<file path="config.mk">
export PLATFORM = sky130hd
export DESIGN_NAME = crc_tx_arbiter
export DESIGN_NICKNAME = d
export VERILOG_FILES = /design/src/rtl/crc_tx_arbiter_pkg.sv /design/src/rtl/crc_tx_arbiter_rr_pick.sv /design/src/rtl/crc_tx_arbiter.sv
export SDC_FILE = /design/constraint.sdc
export NUM_CORES = 1
export LEC_CHECK = 0
export CAP_MARGIN = 40
export CORE_UTILIZATION = 46
export CTS_CLUSTER_DIAMETER = 150
export CTS_CLUSTER_SIZE = 16
export DETAILED_ROUTE_END_ITERATION = 7
export GPL_TIMING_DRIVEN = 0
export PLACE_DENSITY = 0.78
export SYNTH_ARGS = -nofsm -noshare
export SYNTH_HDL_FRONTEND = slang
export SYNTH_SLANG_ARGS = --single-unit
</file>
<file path="constraint.sdc">
create_clock -name clk -period 2.02 [get_ports clk]
set_input_delay 0.303 -clock clk [delete_from_list [all_inputs] [get_ports clk]]
set_output_delay 0.303 -clock clk [all_outputs]
set_load 0.02 [all_outputs]
</file>
<file path="src/rtl/crc_tx_arbiter_pkg.sv">
// Shared types and constants for the CRC-32 dibit-stream transmit arbiter.
package crc_arb_pkg;

  typedef enum logic [1:0] {IDLE, GRANT, XFER, HOLD} arb_state_e;

  // The appender emits a 32-bit CRC as 16 dibits after the last data dibit.
  localparam int unsigned CRC_TAIL_DIBITS = 16;
  localparam int unsigned MIN_HOLDOFF     = CRC_TAIL_DIBITS;

endpackage

</file>
<file path="src/rtl/crc_tx_arbiter_rr_pick.sv">
// Combinational round-robin picker: first set request searching upward from ptr_i+1, wrapping.
module rr_pick #(
  parameter  int unsigned NREQ = 4,
  localparam int unsigned ID_W = $clog2(NREQ)
) (
  input  logic [NREQ-1:0] req_i,
  input  logic [ID_W-1:0] ptr_i,
  output logic [ID_W-1:0] winner_o,
  output logic            any_o
);

  int unsigned idx;

  always_comb begin
    winner_o = '0;
    any_o    = 1'b0;
    idx      = 0;
    for (int unsigned i = 1; i <= NREQ; i++) begin
      idx = 32'(ptr_i) + i;
      if (idx >= NREQ) idx = idx - NREQ;
      if (!any_o && req_i[idx[ID_W-1:0]]) begin
        winner_o = idx[ID_W-1:0];
        any_o    = 1'b1;
      end
    end
  end

endmodule

</file>
<file path="src/rtl/crc_tx_arbiter.sv">
// Round-robin arbiter sharing one CRC-32 dibit appender between NREQ frame sources, with a
// post-eop hold-off. Optional frame-length watchdog enabled by defining CRC_ARB_WDOG_EN.
module crc_tx_arbiter
  import crc_arb_pkg::*;
#(
  parameter  int unsigned NREQ       = 4,
  parameter  int unsigned HOLDOFF    = 16,
  parameter  int unsigned MAX_DIBITS = 6072,
  localparam int unsigned ID_W       = $clog2(NREQ)
) (
  input  logic              clk,
  input  logic              rst,
  input  logic [NREQ-1:0]   req,
  output logic [NREQ-1:0]   gnt,
  input  logic [NREQ*2-1:0] in_d,
  input  logic [NREQ-1:0]   in_sop,
  input  logic [NREQ-1:0]   in_eop,
  output logic [1:0]        crc_d,
  output logic              crc_sop,
  output logic              crc_eop,
  output logic [ID_W-1:0]   src_id,
  output logic              busy,
  output logic              wdog_err
);

  localparam int unsigned         CNT_W    = $clog2(HOLDOFF + 1);
  localparam logic [CNT_W-1:0]    HoldInit = CNT_W'(HOLDOFF - 1);

  if (NREQ < 2) begin : g_chk_nreq
    $error("crc_tx_arbiter: NREQ must be at least 2");
  end
  if (HOLDOFF < MIN_HOLDOFF) begin : g_chk_holdoff
    $error("crc_tx_arbiter: HOLDOFF shorter than the CRC tail");
  end
  if (MAX_DIBITS < 1 || MAX_DIBITS > 8191) begin : g_chk_max_dibits
    $error("crc_tx_arbiter: MAX_DIBITS must fit the 13-bit dibit counter");
  end

  arb_state_e       state_q, state_d;
  logic [ID_W-1:0]  ptr_q, ptr_d;
  logic [ID_W-1:0]  src_id_q, src_id_d;
  logic [NREQ-1:0]  gnt_q, gnt_d;
  logic             busy_q, busy_d;
  logic [CNT_W-1:0] cnt_q, cnt_d;
  logic [1:0]       crc_d_q, crc_d_d;
  logic             crc_sop_q, crc_sop_d;
  logic             crc_eop_q, crc_eop_d;
  logic             fwd;
  logic             wdog_hit;

  logic [ID_W-1:0]  pick_id;
  logic             pick_any;

  rr_pick #(
    .NREQ (NREQ)
  ) u_rr_pick (
    .req_i    (req),
    .ptr_i    (ptr_q),
    .winner_o (pick_id),
    .any_o    (pick_any)
  );

  // Only the granted source is ever looked at.
  logic [1:0] sel_d;
  logic       sel_sop, sel_eop, sel_req;

  assign sel_d   = in_d[{src_id_q, 1'b0} +: 2];
  assign sel_sop = in_sop[src_id_q];
  assign sel_eop = in_eop[src_id_q];
  assign sel_req = req[src_id_q];

  always_comb begin
    state_d   = state_q;
    ptr_d     = ptr_q;
    src_id_d  = src_id_q;
    gnt_d     = gnt_q;
    busy_d    = busy_q;
    cnt_d     = cnt_q;
    crc_d_d   = crc_d_q;
    crc_sop_d = 1'b0;
    crc_eop_d = 1'b0;
    fwd       = 1'b0;

    case (state_q)
      IDLE: begin
        if (pick_any) begin
          ptr_d          = pick_id;
          src_id_d       = pick_id;
          gnt_d          = '0;
          gnt_d[pick_id] = 1'b1;
          busy_d         = 1'b1;
          state_d        = GRANT;
        end
      end
      GRANT: begin
        if (sel_sop) begin
          fwd       = 1'b1;
          crc_sop_d = 1'b1;
        end else if (!sel_req) begin
          gnt_d   = '0;
          busy_d  = 1'b0;
          state_d = IDLE;
        end
      end
      XFER: fwd = 1'b1;
      HOLD: begin
        if (cnt_q == '0) begin
          busy_d  = 1'b0;
          state_d = IDLE;
        end else begin
          cnt_d = cnt_q - 1'b1;
        end
      end
      default: state_d = IDLE;
    endcase

    // A watchdog abort closes the frame exactly like a real eop.
    if (fwd) begin
      crc_d_d   = sel_d;
      crc_eop_d = sel_eop | wdog_hit;
      if (crc_eop_d) begin
        gnt_d   = '0;
        cnt_d   = HoldInit;
        state_d = HOLD;
      end else begin
        state_d = XFER;
      end
    end
  end

  always_ff @(posedge clk or negedge rst) begin
    if (!rst) begin
      state_q   <= IDLE;
      ptr_q     <= ID_W'(NREQ - 1);
      src_id_q  <= '0;
      gnt_q     <= '0;
      busy_q    <= 1'b0;
      cnt_q     <= '0;
      crc_d_q   <= 2'b00;
      crc_sop_q <= 1'b0;
      crc_eop_q <= 1'b0;
    end else begin
      state_q   <= state_d;
      ptr_q     <= ptr_d;
      src_id_q  <= src_id_d;
      gnt_q     <= gnt_d;
      busy_q    <= busy_d;
      cnt_q     <= cnt_d;
      crc_d_q   <= crc_d_d;
      crc_sop_q <= crc_sop_d;
      crc_eop_q <= crc_eop_d;
    end
  end

`ifdef CRC_ARB_WDOG_EN
  localparam logic [12:0] WdogLast = 13'(MAX_DIBITS - 1);

  logic [12:0] dcnt_q, dcnt_d;
  logic        wdog_err_q, wdog_err_d;

  // Fires on the MAX_DIBITS-th forwarded dibit; dcnt_q counts dibits already forwarded.
  assign wdog_hit = (dcnt_q == WdogLast);

  always_comb begin
    dcnt_d     = dcnt_q;
    wdog_err_d = fwd & wdog_hit & ~sel_eop;
    if (state_q == IDLE) begin
      dcnt_d = '0;
    end else if (fwd) begin
      dcnt_d = dcnt_q + 13'd1;
    end
  end

  always_ff @(posedge clk or negedge rst) begin
    if (!rst) begin
      dcnt_q     <= '0;
      wdog_err_q <= 1'b0;
    end else begin
      dcnt_q     <= dcnt_d;
      wdog_err_q <= wdog_err_d;
    end
  end

  assign wdog_err = wdog_err_q;
`else
  assign wdog_hit = 1'b0;
  assign wdog_err = 1'b0;
`endif

  assign gnt     = gnt_q;
  assign crc_d   = crc_d_q;
  assign crc_sop = crc_sop_q;
  assign crc_eop = crc_eop_q;
  assign src_id  = src_id_q;
  assign busy    = busy_q;

endmodule
</file>
After elaboration in Yosys (flattened, before gate mapping):

Cells that the tools add are included.

* add/sub/neg operators: 9
* multiply operators: 0
* divide/modulo/power cells: 0
* $lt $le $gt $ge: 11
* equal/unequal tests: 11
* shifts and indexed selects: 1
* muxes and demuxes: 54
* bitwise gates (word level): 0
* reductions and logical operators: 14

Operators by type and width (number)
* 2-bit 2-to-1 mux: 13
* 1-bit 2-to-1 mux: 20
* 4-bit 2-to-1 mux: 5
* 5-bit 2-to-1 mux: 4
* 2-bit by 3-bit less-than comparator with 1-bit output, second input constant: 6
* 1-bit binary-select mux with 2-bit select: 7
* 3-bit inequality test, second input constant: 4
* 5-bit AND reduction: 2
* 3-bit greater-or-equal comparator, second input constant: 3
* 2-bit inequality test, second input constant: 4
* 4-bit case mux with 2 select lines: 1
* 8-bit by 4-bit variable part select with 2-bit output: 1
* 2-bit by 1-bit subtractor with 2-bit output, second input constant: 4
* 2-bit by 2-bit adder with 3-bit output, second input constant: 2
* 2-bit case mux with 3 select lines: 1
* 5-bit logical NOT: 1
* 5-bit by 1-bit subtractor with 5-bit output, second input constant: 1
* 2-bit by 3-bit adder with 4-bit output, second input constant: 1
* 2-bit equality test, second input constant: 2
* 4-bit by 3-bit greater-or-equal comparator with 1-bit output, second input constant: 1
* 1-bit logical AND: 4
* 4-bit nonzero test: 1
* 2-bit by 1-bit adder with 3-bit output, second input constant: 1
* 1-bit logical NOT: 3
* other kinds (8): 8

* flip-flop bits (word level): 20
* bits in latches: 0
* RAM bits: 0
* memory bits (read-only): 0
* input bits: 22
* memories: 0

Logic depth before layout (Yosys ltp):

Gate-level depths: netlist (run 1).

* depth after elaboration: 23
* depth in mapped cells: 10
* depth with buffers taken out: 9

By module:

A second synthesis (run 1) with hierarchy kept.

* cells, all modules: 122
* area total of the unflattened synthesis: 1288.7 um2

Modules (own cells, without submodules)
* crc_tx_arbiter: times used 1, cells an instance 108, area an instance 1197.4 um2, seq. area each 503.0 um2
* rr_pick: times used 1, cells an instance 14, area an instance 91.3 um2, seq. area each 0.0 um2

Worst setup path before layout (run 1):

OpenSTA, ideal clock, no wires.

* path kind: reg2reg
* start point: reg state_q[1]
* end point: reg cnt_q[4]
* data arrival time: 1.560 ns
* setup slack: 0.334 ns
* cell stages (with the launch flop): 10
* path buffers: 1
* period minus slack after synthesis: 1.686 ns
* cell sequence: dfrtp_1 > inv_1 > ha_1 > nand2_1 > o22a_2 > inv_2 > o21ai_4 > or2_1 > buf_6 > o311a_1

* word-level cells in the longest chain between the ends: 4

Ends and longest elaborated chain
* start: declaration: line crc_tx_arbiter.sv:39 `arb_state_e state_q, state_d;`
* start signal: assignment: line crc_tx_arbiter.sv:143 `state_q <= state_d;`
* 2-bit equality test: line crc_tx_arbiter.sv:84 `case (state_q)`
* 5-bit 2-to-1 mux: line crc_tx_arbiter.sv:84
* 5-bit 2-to-1 mux: line crc_tx_arbiter.sv:121 `if (crc_eop_d) begin`
* 5-bit 2-to-1 mux *: line crc_tx_arbiter.sv:118 `if (fwd) begin`
* net cnt_d[4]: line crc_tx_arbiter.sv:44 `logic [CNT_W-1:0] cnt_q, cnt_d;`
* end signal: assignment: line crc_tx_arbiter.sv:148 `cnt_q <= cnt_d;`
* end: declaration: line crc_tx_arbiter.sv:44

The timed path passes the listed nets; every way through them passes the cells marked *.
A chain may end at the register's enable or synchronous reset.

Worst setup path in the final report (run 1):

Same ends and word-level chain as after synthesis.

==> summary.md, run 1 <==
| Metric | Value |
|---|---|
| Outcome | finished clean |
| Library cells used by synthesis | 41 |
| Max-slew headroom | 66.1% |
| Vias in the first global route | 944 |
| Final HPWL DP | 1900 um |
| Worst EP arrival | 2.05 ns |
| Routed Antenna Nets | 0 |
| FF-to-FF End | cnt_q[4] |
| Final Power | 2.33 mW |
| IO Port Bufs | 32 |
| Final Cycle Share | 91.5% |
| Final setup viols | 0 |
| Reg2reg setup slack | 0.17 ns |
| Synth warn | 0 |
| First-pass detailed-route iteration total | 4 |
| CP peak stage delay | 0.42 ns |
| PD cells | 1470 nW/um^2 |
| Least-Margin Pin Slew | 0.504 ns |
| Count of cells resized by post-cts repair | 0 |
| Std-Cell Rows | 17 |
| Crit path max-delay family | compound AO/OA/AOI/OAI gates |
| Clk_lat worst skew | 0.30 ns |
| Sequential fraction of the synthesis area | 43.1% |
| RSZ-0062 raised after global routing | no |
| Sink Count | 20 |
| Crit-path max FO | 6 |
| Area delta synth->final | 36.2% |
| CP max stage cell | dfrtp_1 |
| Hold Vio Cnt, Final | 0 |
| Leakage | 0.716 nW |
| Cells along the critical path | inv_1, ha_1, nand2_1, o22a_2, inv_2, o21ai_4, or2_1, buf_6, o311a_1 |
| CP Buf/Inv Count | 3 |
| Placement Setup Slack | -0.0569 ns |
| Wire length on met2 | 1220 um |
| Worst setup margin | 0.171 ns |
| Die area | 2740 sq um |
| Post-route clock skew | 0.00482 ns |
| Layout Utilization | 69.2% |
| Metal3 WL | 98 um |
| Initial Utilization | 50.8% |
| Main flop type after synthesis | dfrtp_1 |
| Most common cell after layout, fill and taps aside | clkdlybuf4s50_1 |
| Synth Register Bits | 20 |
| Post-CTS setup buffers | 0 |
| Io pins | 34 |
| Clock root buffer | clkbuf_4 |
| Global placement routability congestion | 0.859 |
| Share of layout cells above drive strength 1 | 15.9% |
| Final Net Count | 173 |
| DR vias | 932 |
| First-pass GRT wire length | 4030 um |
| Uppermost layer routed | met4 |
| Worst setup SP type | flop |
| Core Area | 2300 sq um |
| Synth Instances | 108 |
| Clk pin slew, worst setup/hold paths | 0.12 ns |
| Type of the worst setup path | flop to flop |
| Largest net degree at the start of global routing | 17 |
| Worst Reg-to-Reg Cells | 9 |
| Reg-to-reg critical path startpoint | state_q[1] |
| Drt wl/cell | 13.6 um |
| Fin Hold WS | 0.243 ns |
| Syn_area_per_cell | 10.8 sq um |
| Die width | 52.4 um |
| Metal1 wirelength | 1030 um |
| Initial drt markers | 10 |
| Instance count on the critical path | 9 |
| Max-cap viol count | 0 |
| # hold bufs at CTS | 0 |
| CTS tree | built |
| Total Routed Length | 2360 um |
| Post-Synthesis Net Count | 135 |
| Mapped Area | 1170 sq um |
| Max Freq | 541 MHz |
| Antenna cell count | 0 |
| H-tree depth | 1 |
| Most frequent cells in the layout | 32 x clkdlybuf4s50_1, 18 x dfrtp_1, 8 x nand2_1, 8 x inv_1, 7 x a21oi_1 |
| Crit path required time | 2.22 ns |
| CTS max path bufs | 2 |
| Ys async rst share | 100% |
| Worst VDD drop | 0.950 mV |
| GRT overflow | 0 |
| Cts bufs inserted | 3 |
| Crit path launch | state_q[1] |
| Via/cell ratio | 5.39 |
| Final-report max-slew violation count | 0 |
| Die height | 52.4 um |
| Initial antenna violation count | 0 |
| Residual DRC | 0 |
| Tmin final | 1.85 ns |
| Gr usage total | 20.1% |
| Post-synth EDFFs | 0 |
| Crit. End Element | flop |
| Tightest Hold Check Type | primary input to asynchronous set/reset pin |
==> worst register-to-register path: cells and delay by family (launching register included) <==
family	cells	cell delay (ns)
compound gates	3	0.47
fa+ha+maj	1	0.23
buf+inv	3	0.32
flops	1	0.42
simple gates	2	0.32
==> stage by stage <==
| step | area, sq um | TNS, ns | instances |
|---|---|---|---|
| 2_1_floorplan | 1170 | 0 | 108 |
| 3_3_place_gp | 1520 | -0.146 | 168 |
| 3_5_place_dp | 1540 | -0.0772 | 169 |
| 4_1_cts | 1590 | 0 | 173 |
| 5_1_grt | 1590 | 0 | 173 |
| 6_report | 1590 | 0 | 173 |
==> routing by layer <==
layer	track usage [%]	vias up
met4	6.58	0
li1	-	461
met2	36.3	21
met1	24.2	448
met3	2.90	2
met5	0	-
==> worst max-delay path by stage <==
stage                     slack [ns]        to
after detailed placement       -0.06    gnt[3]
after global placement         -0.09    gnt[3]
after floorplan                 0.33  cnt_q[4]
after CTS                       0.15  cnt_q[4]
after global routing            0.04  cnt_q[4]
final                           0.17  cnt_q[4]
==> cells by family after synthesis <==
kind of cell / synth area share [%]
other cells: 0.321
fa+ha+maj: 5.36
xor+xnor: 0.750
compound gates: 19.2
mux: 12.0
flops: 43.1
simple gates: 13.3
buf+inv: 6.00
==> synth_stat cells (2+ instances only) <==
master / number / area (sq um)
a21o_1: 3 / 22.5
a21oi_1: 7 / 35.0
a22oi_1: 2 / 15.0
buf_6: 2 / 22.5
dfrtp_1: 18 / 450
dfstp_2: 2 / 52.6
ha_1: 5 / 62.6
inv_1: 8 / 30.0
mux2_2: 2 / 22.5
mux2i_1: 5 / 50.1
mux4_2: 3 / 67.6
nand2_1: 8 / 30.0
nand2b_1: 6 / 37.5
nor2_1: 5 / 18.8
nor2b_1: 2 / 12.5
o211ai_1: 3 / 22.5
o21ai_0: 2 / 10.0
or2_2: 2 / 12.5
==> sequential cells by signal (all words and copies together), names as in the netlist <==
name / cells
crc_eop: 1
state_q: 2
src_id: 2
crc_d: 2
gnt: 4
ptr_q: 2
busy: 1
cnt_q: 5
crc_sop: 1
==> layout make-up <==
cell class / instances / area, sq um
repair buffers: 33 / 335
inverters: 10 / 40.0
flip-flops and latches: 20 / 503
fillers: 190 / 707
well taps: 28 / 35.0
clock inverters: 1 / 30.0
plain buffers: 3 / 30.0
multi-input cells: 75 / 594
clock buffers: 3 / 22.5
==> report_power, final <==
part,switching (mW),total [mW],internal (mW)
combinational,0.640,1.29,0.649
sequential,0.132,0.716,0.585
clock,0.128,0.328,0.200
total,0.900,2.33,1.43
Note: power is estimated with default switching activity, not from simulation.
==> run 2, diff against run 1 <==
--- a/config.mk
+++ b/config.mk
@@ -6,12 +6,13 @@
 export NUM_CORES = 1
 export LEC_CHECK = 0
 export CAP_MARGIN = 40
-export CORE_UTILIZATION = 46
+export CORE_UTILIZATION = 48
 export CTS_CLUSTER_DIAMETER = 150
 export CTS_CLUSTER_SIZE = 16
 export DETAILED_ROUTE_END_ITERATION = 7
 export GPL_TIMING_DRIVEN = 0
-export PLACE_DENSITY = 0.78
+export PLACE_DENSITY = 0.79
 export SYNTH_ARGS = -nofsm -noshare
 export SYNTH_HDL_FRONTEND = slang
+export SYNTH_HIERARCHICAL = 1
 export SYNTH_SLANG_ARGS = --single-unit
==> summary.md, run 2 <==
| Metric | Value |
|---|---|
| Outcome | finished clean |
| FF+latch area | 503 sq um |
| Most frequent cells in the layout | 32 x clkdlybuf4s50_1, 18 x dfrtp_1, 17 x nand2_1 |
| Clk pin slew, worst setup/hold paths | 0.12 ns |
| Hold Vio Cnt, Final | 0 |
| Cts bufs inserted | 3 |
| Die height | 53.8 um |
| Sequential fraction of the synthesis area | 39.0% |
| Synth warn | 6 |
| # hold bufs at CTS | 0 |
| Initial drt markers | 23 |
| Top post-synthesis cells by count | 18 x dfrtp_1, 17 x nand2_1, 7 x a21oi_1 |
| H-tree depth | 1 |
| Max-slew headroom | 57.5% |
| Post-synth EDFFs | 0 |
| Worst VDD drop | 0.932 mV |
| Worst EP arrival | 2.16 ns |
| Gr usage total | 21.5% |
| Share of layout cells above drive strength 1 | 17.0% |
| IO Port Bufs | 32 |
| Max-cap viol count | 0 |
| Area fraction of the dominant cell type after synthesis | 35.0% |
| Core Area | 2500 sq um |
| Initial Utilization | 51.6% |
| Vias in the first global route | 1021 |
| Finished Layout Cells | 189 |
| Post-CTS setup buffers | 0 |
| Drt wl/cell | 15.1 um |
| Die area | 2900 sq um |
| Top reg by flops | cnt_q |
| Least-Margin Pin Slew | 0.637 ns |
| Crit-path max FO | 10 |
| Final instance area | 1720 sq um |
| Antenna cell count | 0 |
| Final HPWL DP | 2180 um |
| Ys async rst share | 100% |
| Worst Reg-to-Reg Cells | 6 |
| Syn_area_per_cell | 10.6 sq um |
| First-pass GRT wire length | 4400 um |
| Dpl cells | 185 |
| Area after DPL | 1660 sq um |
| Synth Instances | 122 |
| Std-Cell Rows | 18 |
| Sink Count | 20 |
| Fin Hold WS | 0.170 ns |
| # fillers | 186 |
| Cell taking the most area after synthesis | dfrtp_1 |
| Routed Antenna Nets | 0 |
| CTS max path bufs | 2 |
| Leakage | 0.736 nW |
| Mapped Area | 1290 sq um |
| DR vias | 1090 |
| GRT overflow | 0 |
| Clk_lat worst skew | 0.30 ns |
| Post-Synthesis Net Count | 149 |
| Post-route clock skew | 0.00135 ns |
| Multi-input logic area | 722 sq um |
| CTS tree | built |
| Initial antenna violation count | 0 |
| Crit path required time | 2.23 ns |
| Global placement routability congestion | 0.900 |
| Final Net Count | 187 |
| Io pins | 34 |
| Residual DRC | 0 |
| Die width | 53.8 um |
| Synth Register Bits | 20 |
| Max reg flops | 5 |
| Final Power | 2.61 mW |
| Clock root buffer | clkbuf_4 |
| Final-report max-slew violation count | 0 |
| Max Freq | 511 MHz |
| Final setup viols | 0 |
| Largest net degree at the start of global routing | 19 |
| First-pass detailed-route iteration total | 5 |
| Area delta synth->final | 33.5% |
| Largest cells by area after synthesis | dfrtp_1 35%, nand2_1 5.0%, ha_1 4.9% |
| Tightest Hold Check Type | primary input to asynchronous set/reset pin |
| Crit. End Element | flop |
| Via/cell ratio | 5.77 |
| Most common cell after layout, fill and taps aside | clkdlybuf4s50_1 |
| Main flop type after synthesis | dfrtp_1 |
| Total Routed Length | 2850 um |
| PD cells | 1520 nW/um^2 |
| Most frequent cell after synthesis | dfrtp_1 |
| Final Cycle Share | 96.8% |
| Library cells used by synthesis | 43 |
| Worst setup SP type | flop |
| RSZ-0062 raised after global routing | no |
| Type of the worst setup path | flop to flop |
| Tmin final | 1.96 ns |
## run 2: metal layers
| metal | vias to the layer above | routed length, um | global-route usage (%) |
|---|---|---|---|
| met1 | 530 | 1220 | 24.7 |
| met3 | 4 | 116 | 3.95 |
| met5 | - | 0 | 0 |
| met2 | 37 | 1480 | 37.9 |
| met4 | 0 | 37 | 10.5 |
| li1 | 519 | - | - |
## run 2: area by class of cell
| class | instances | area share, % |
|---|---|---|
| clock inverters | 1 | 1.75 |
| well taps | 30 | 2.18 |
| multi-input cells | 91 | 42.0 |
| inverters | 7 | 1.67 |
| flip-flops and latches | 20 | 29.2 |
| plain buffers | 4 | 2.40 |
| clock buffers | 3 | 1.31 |
| repair buffers | 33 | 19.5 |
## run 2: through the flow
step | setup TNS, ns | util, % | worst slack, ns
4_1_cts | 0 | 68.6 | 0.0934
6_report | 0 | 68.8 | 0.0649
3_3_place_gp | 0 | 65.9 | 0.0691
3_5_place_dp | -0.0195 | 66.5 | -0.0195
5_1_grt | 0 | 68.8 | 0.00819
2_1_floorplan | 0 | - | 0.325
## run 2: cells by family after synthesis
| family | synth area share, % |
|---|---|
| other cells | 0.291 |
| xor+xnor | 0.680 |
| compound gates | 18.0 |
| buf+inv | 5.44 |
| simple gates | 18.7 |
| fa+ha+maj | 4.85 |
| mux | 13.0 |
| flops | 39.0 |
## run 2: final timing paths
| kind | start | end | slack (ns) |
|---|---|---|---|
| max in group asynchronous | rst | ptr_q[1] | 1.42 |
| worst min-delay path | rst | crc_d[0] | 0.17 |
| worst max register to register | state_q[1] | crc_d[0] | 0.06 |
| min in group clk | ptr_q[0] | ptr_q[0] | 0.51 |
| worst max-delay path | state_q[1] | crc_d[0] | 0.06 |
| worst min register to register | ptr_q[0] | ptr_q[0] | 0.51 |
## run 2: worst max-delay path: stages, from the launching register on
cell and delay, ns:
dfrtp_1 0.43, inv_1 0.11, ha_1 0.32, nor3b_2 0.40, buf_6 0.21, a21oi_4 0.08, mux2_4 0.31
## run 2: where the power goes
group	switching, mW	internal [mW]
clock	0.133	0.200
sequential	0.140	0.593
combinational	0.804	0.742
total	1.08	1.54
## run 2: timing repair
item                                    4_1_cts  5_1_grt
endpoints found under the hold margin         0        0
endpoints found under the setup margin        0        1
resized for setup                             0        1
==> run 3, diff against run 2 <==
--- a/config.mk
+++ b/config.mk
@@ -6,11 +6,11 @@
 export NUM_CORES = 1
 export LEC_CHECK = 0
 export CAP_MARGIN = 40
+export CORE_ASPECT_RATIO = 0.6
 export CORE_UTILIZATION = 48
 export CTS_CLUSTER_DIAMETER = 150
 export CTS_CLUSTER_SIZE = 16
 export DETAILED_ROUTE_END_ITERATION = 7
-export GPL_TIMING_DRIVEN = 0
 export PLACE_DENSITY = 0.79
 export SYNTH_ARGS = -nofsm -noshare
 export SYNTH_HDL_FRONTEND = slang
==> summary.md, run 3 (synthesis gave the netlist of run 2 again) <==
| Metric | Value |
|---|---|
| Outcome | finished clean |
| IO Port Bufs | 32 |
| Final HPWL DP | 2500 um |
| PD cells | 1530 nW/um^2 |
| Logic gate share of total power | 58.9% |
| Setup TNS | 0 ns |
| Type of the worst setup path | flop to output pin |
| Gr usage total | 24.7% |
| Max-cap viol count | 0 |
| Sink Count | 20 |
| Sw Share | 42.5% |
| Clk pin slew, worst setup/hold paths | 0.07 ns |
| Most frequent cells in the layout | 32 x clkdlybuf4s50_1, 18 x dfrtp_1, 17 x nand2_1 |
| Die height | 42.1 um |
| Total Routed Length | 3210 um |
| Post-CTS setup buffers | 0 |
| Dpl cells | 190 |
| Die area | 2900 sq um |
| Clk_lat worst skew | 0.26 ns |
| CTS tree | built |
| Reg2reg setup slack | 0.11 ns |
| Top reg by flops | cnt_q |
| Tmin final | 1.95 ns |
| Clk pwr share | 11.3% |
| Io pins | 34 |
| Int Pwr | 1.53 mW |
| # hold bufs at CTS | 0 |
| Final setup viols | 0 |
| DR vias | 1131 |
| Final-report max-slew violation count | 0 |
| Antenna cell count | 0 |
| First-pass GRT wire length | 5160 um |
| Largest net degree at the start of global routing | 21 |
| Worst VDD drop | 0.725 mV |
| Leakage | 0.748 nW |
| Drt wl/cell | 16.5 um |
| Crit-path max FO | 7 |
| Worst EP arrival | 1.65 ns |
| Hold Vio Cnt, Final | 0 |
| Initial drt markers | 76 |
| Worst setup SP type | flop |
| CTS max path bufs | 2 |
| Global placement routability congestion | 0.823 |
| Finished Layout Cells | 194 |
| Initial Utilization | 51.1% |
| Core Area | 2520 sq um |
| Final Net Count | 190 |
| H-tree depth | 1 |
| Post-route clock skew | 0.00176 ns |
| Max reg flops | 5 |
| Crit path required time | 1.72 ns |
| Initial antenna violation count | 0 |
| Most common cell after layout, fill and taps aside | clkdlybuf4s50_1 |
| Routed Antenna Nets | 0 |
| Die width | 68.9 um |
| Switching power total | 1.13 mW |
| Via/cell ratio | 5.83 |
| Vias in the first global route | 1094 |
| Tightest Hold Check Type | primary input to asynchronous set/reset pin |
| GRT overflow | 0 |
| Crit. End Element | output pin |
| Layout Utilization | 68.8% |
| First-pass detailed-route iteration total | 5 |
| Cts bufs inserted | 3 |
| Area delta synth->final | 34.7% |
| Std-Cell Rows | 14 |
| Residual DRC | 0 |
| Share of layout cells above drive strength 1 | 18.5% |
| Max Freq | 513 MHz |
| Final Cycle Share | 96.5% |
| Reg power frac | 29.8% |
| Clock root buffer | clkbuf_8 |
| RSZ-0062 raised after global routing | no |
run 3: cell types whose count changed in the layout (fill, tap and decap cells not counted):
cell,delta
buf_6,-3
clkbuf_8,+4
bufinv_16,-1
clkbuf_4,-3
buf_4,+7
nor3b_2,-1
nor3b_4,+1
buf_8,-1
run 3: timing repair:
action | CTS | global route
hold endpoints to repair | 0 | 0
setup endpoints to repair | 0 | 7
resized for setup | 0 | 2
run 3: power groups by stage:
stage | registers (mW) | clock network, mW | logic (mW)
after global routing | 0.818 | 0.323 | 1.70
after global placement | 0.770 | 0 | 1.48
after floorplan | 0.824 | 0 | 0.995
after CTS | 0.781 | 0.311 | 1.55
after detailed placement | 0.786 | 0 | 1.54
final | 0.792 | 0.300 | 1.57
run 3: per-layer routing:
metal  global-route usage (%)  vias to the layer above  part of all wire (%)  wire length [um]
met2                     38.1                       53                    46              1470
met5                        0                        -                     0                 0
li1                         -                      527                     -                 -
met4                     4.90                        0                   1.0                32
met1                     34.2                      545                    44              1410
met3                     7.88                        6                   9.2               295
run 3: cell type report:
type | instances | area [sq um]
multi-input combinational | 91 | 728
timing repair buffer | 40 | 380
inverter | 7 | 28.8
sequential | 20 | 503
clock buffer | 4 | 55.1
tap | 32 | 40.0
fill | 193 | 787
run 3: path summary, 6_finish.rpt:
path	start	depth (start not counted)	endpoint
min in group clk	ptr_q[0]	2	ptr_q[0]
worst min-delay path	rst	2	cnt_q[0]
max in group asynchronous	rst	2	ptr_q[1]
worst min register to register	ptr_q[0]	2	ptr_q[0]
worst max-delay path	src_id[0]	2	src_id[0]
worst max register to register	state_q[1]	7	cnt_q[3]
run 3: critical path: stages, from the launching register on:
cell and delay [ns]:
dfrtp_1 0.58, buf_4 0.20, clkdlybuf4s50_1 0.61
run 3: per-stage QoR:
stage	hold slack (ns)	setup WS [ns]	cell area (sq um)	total power, mW
floorplan	0.00741	0.325	1290	1.82
global placement	0.474	0.113	1670	2.25
detailed placement	0.494	0.0570	1670	2.32
CTS	0.378	0.0689	1720	2.64
global route	0.413	0.0134	1740	2.84
finish	0.374	0.0710	1740	2.66
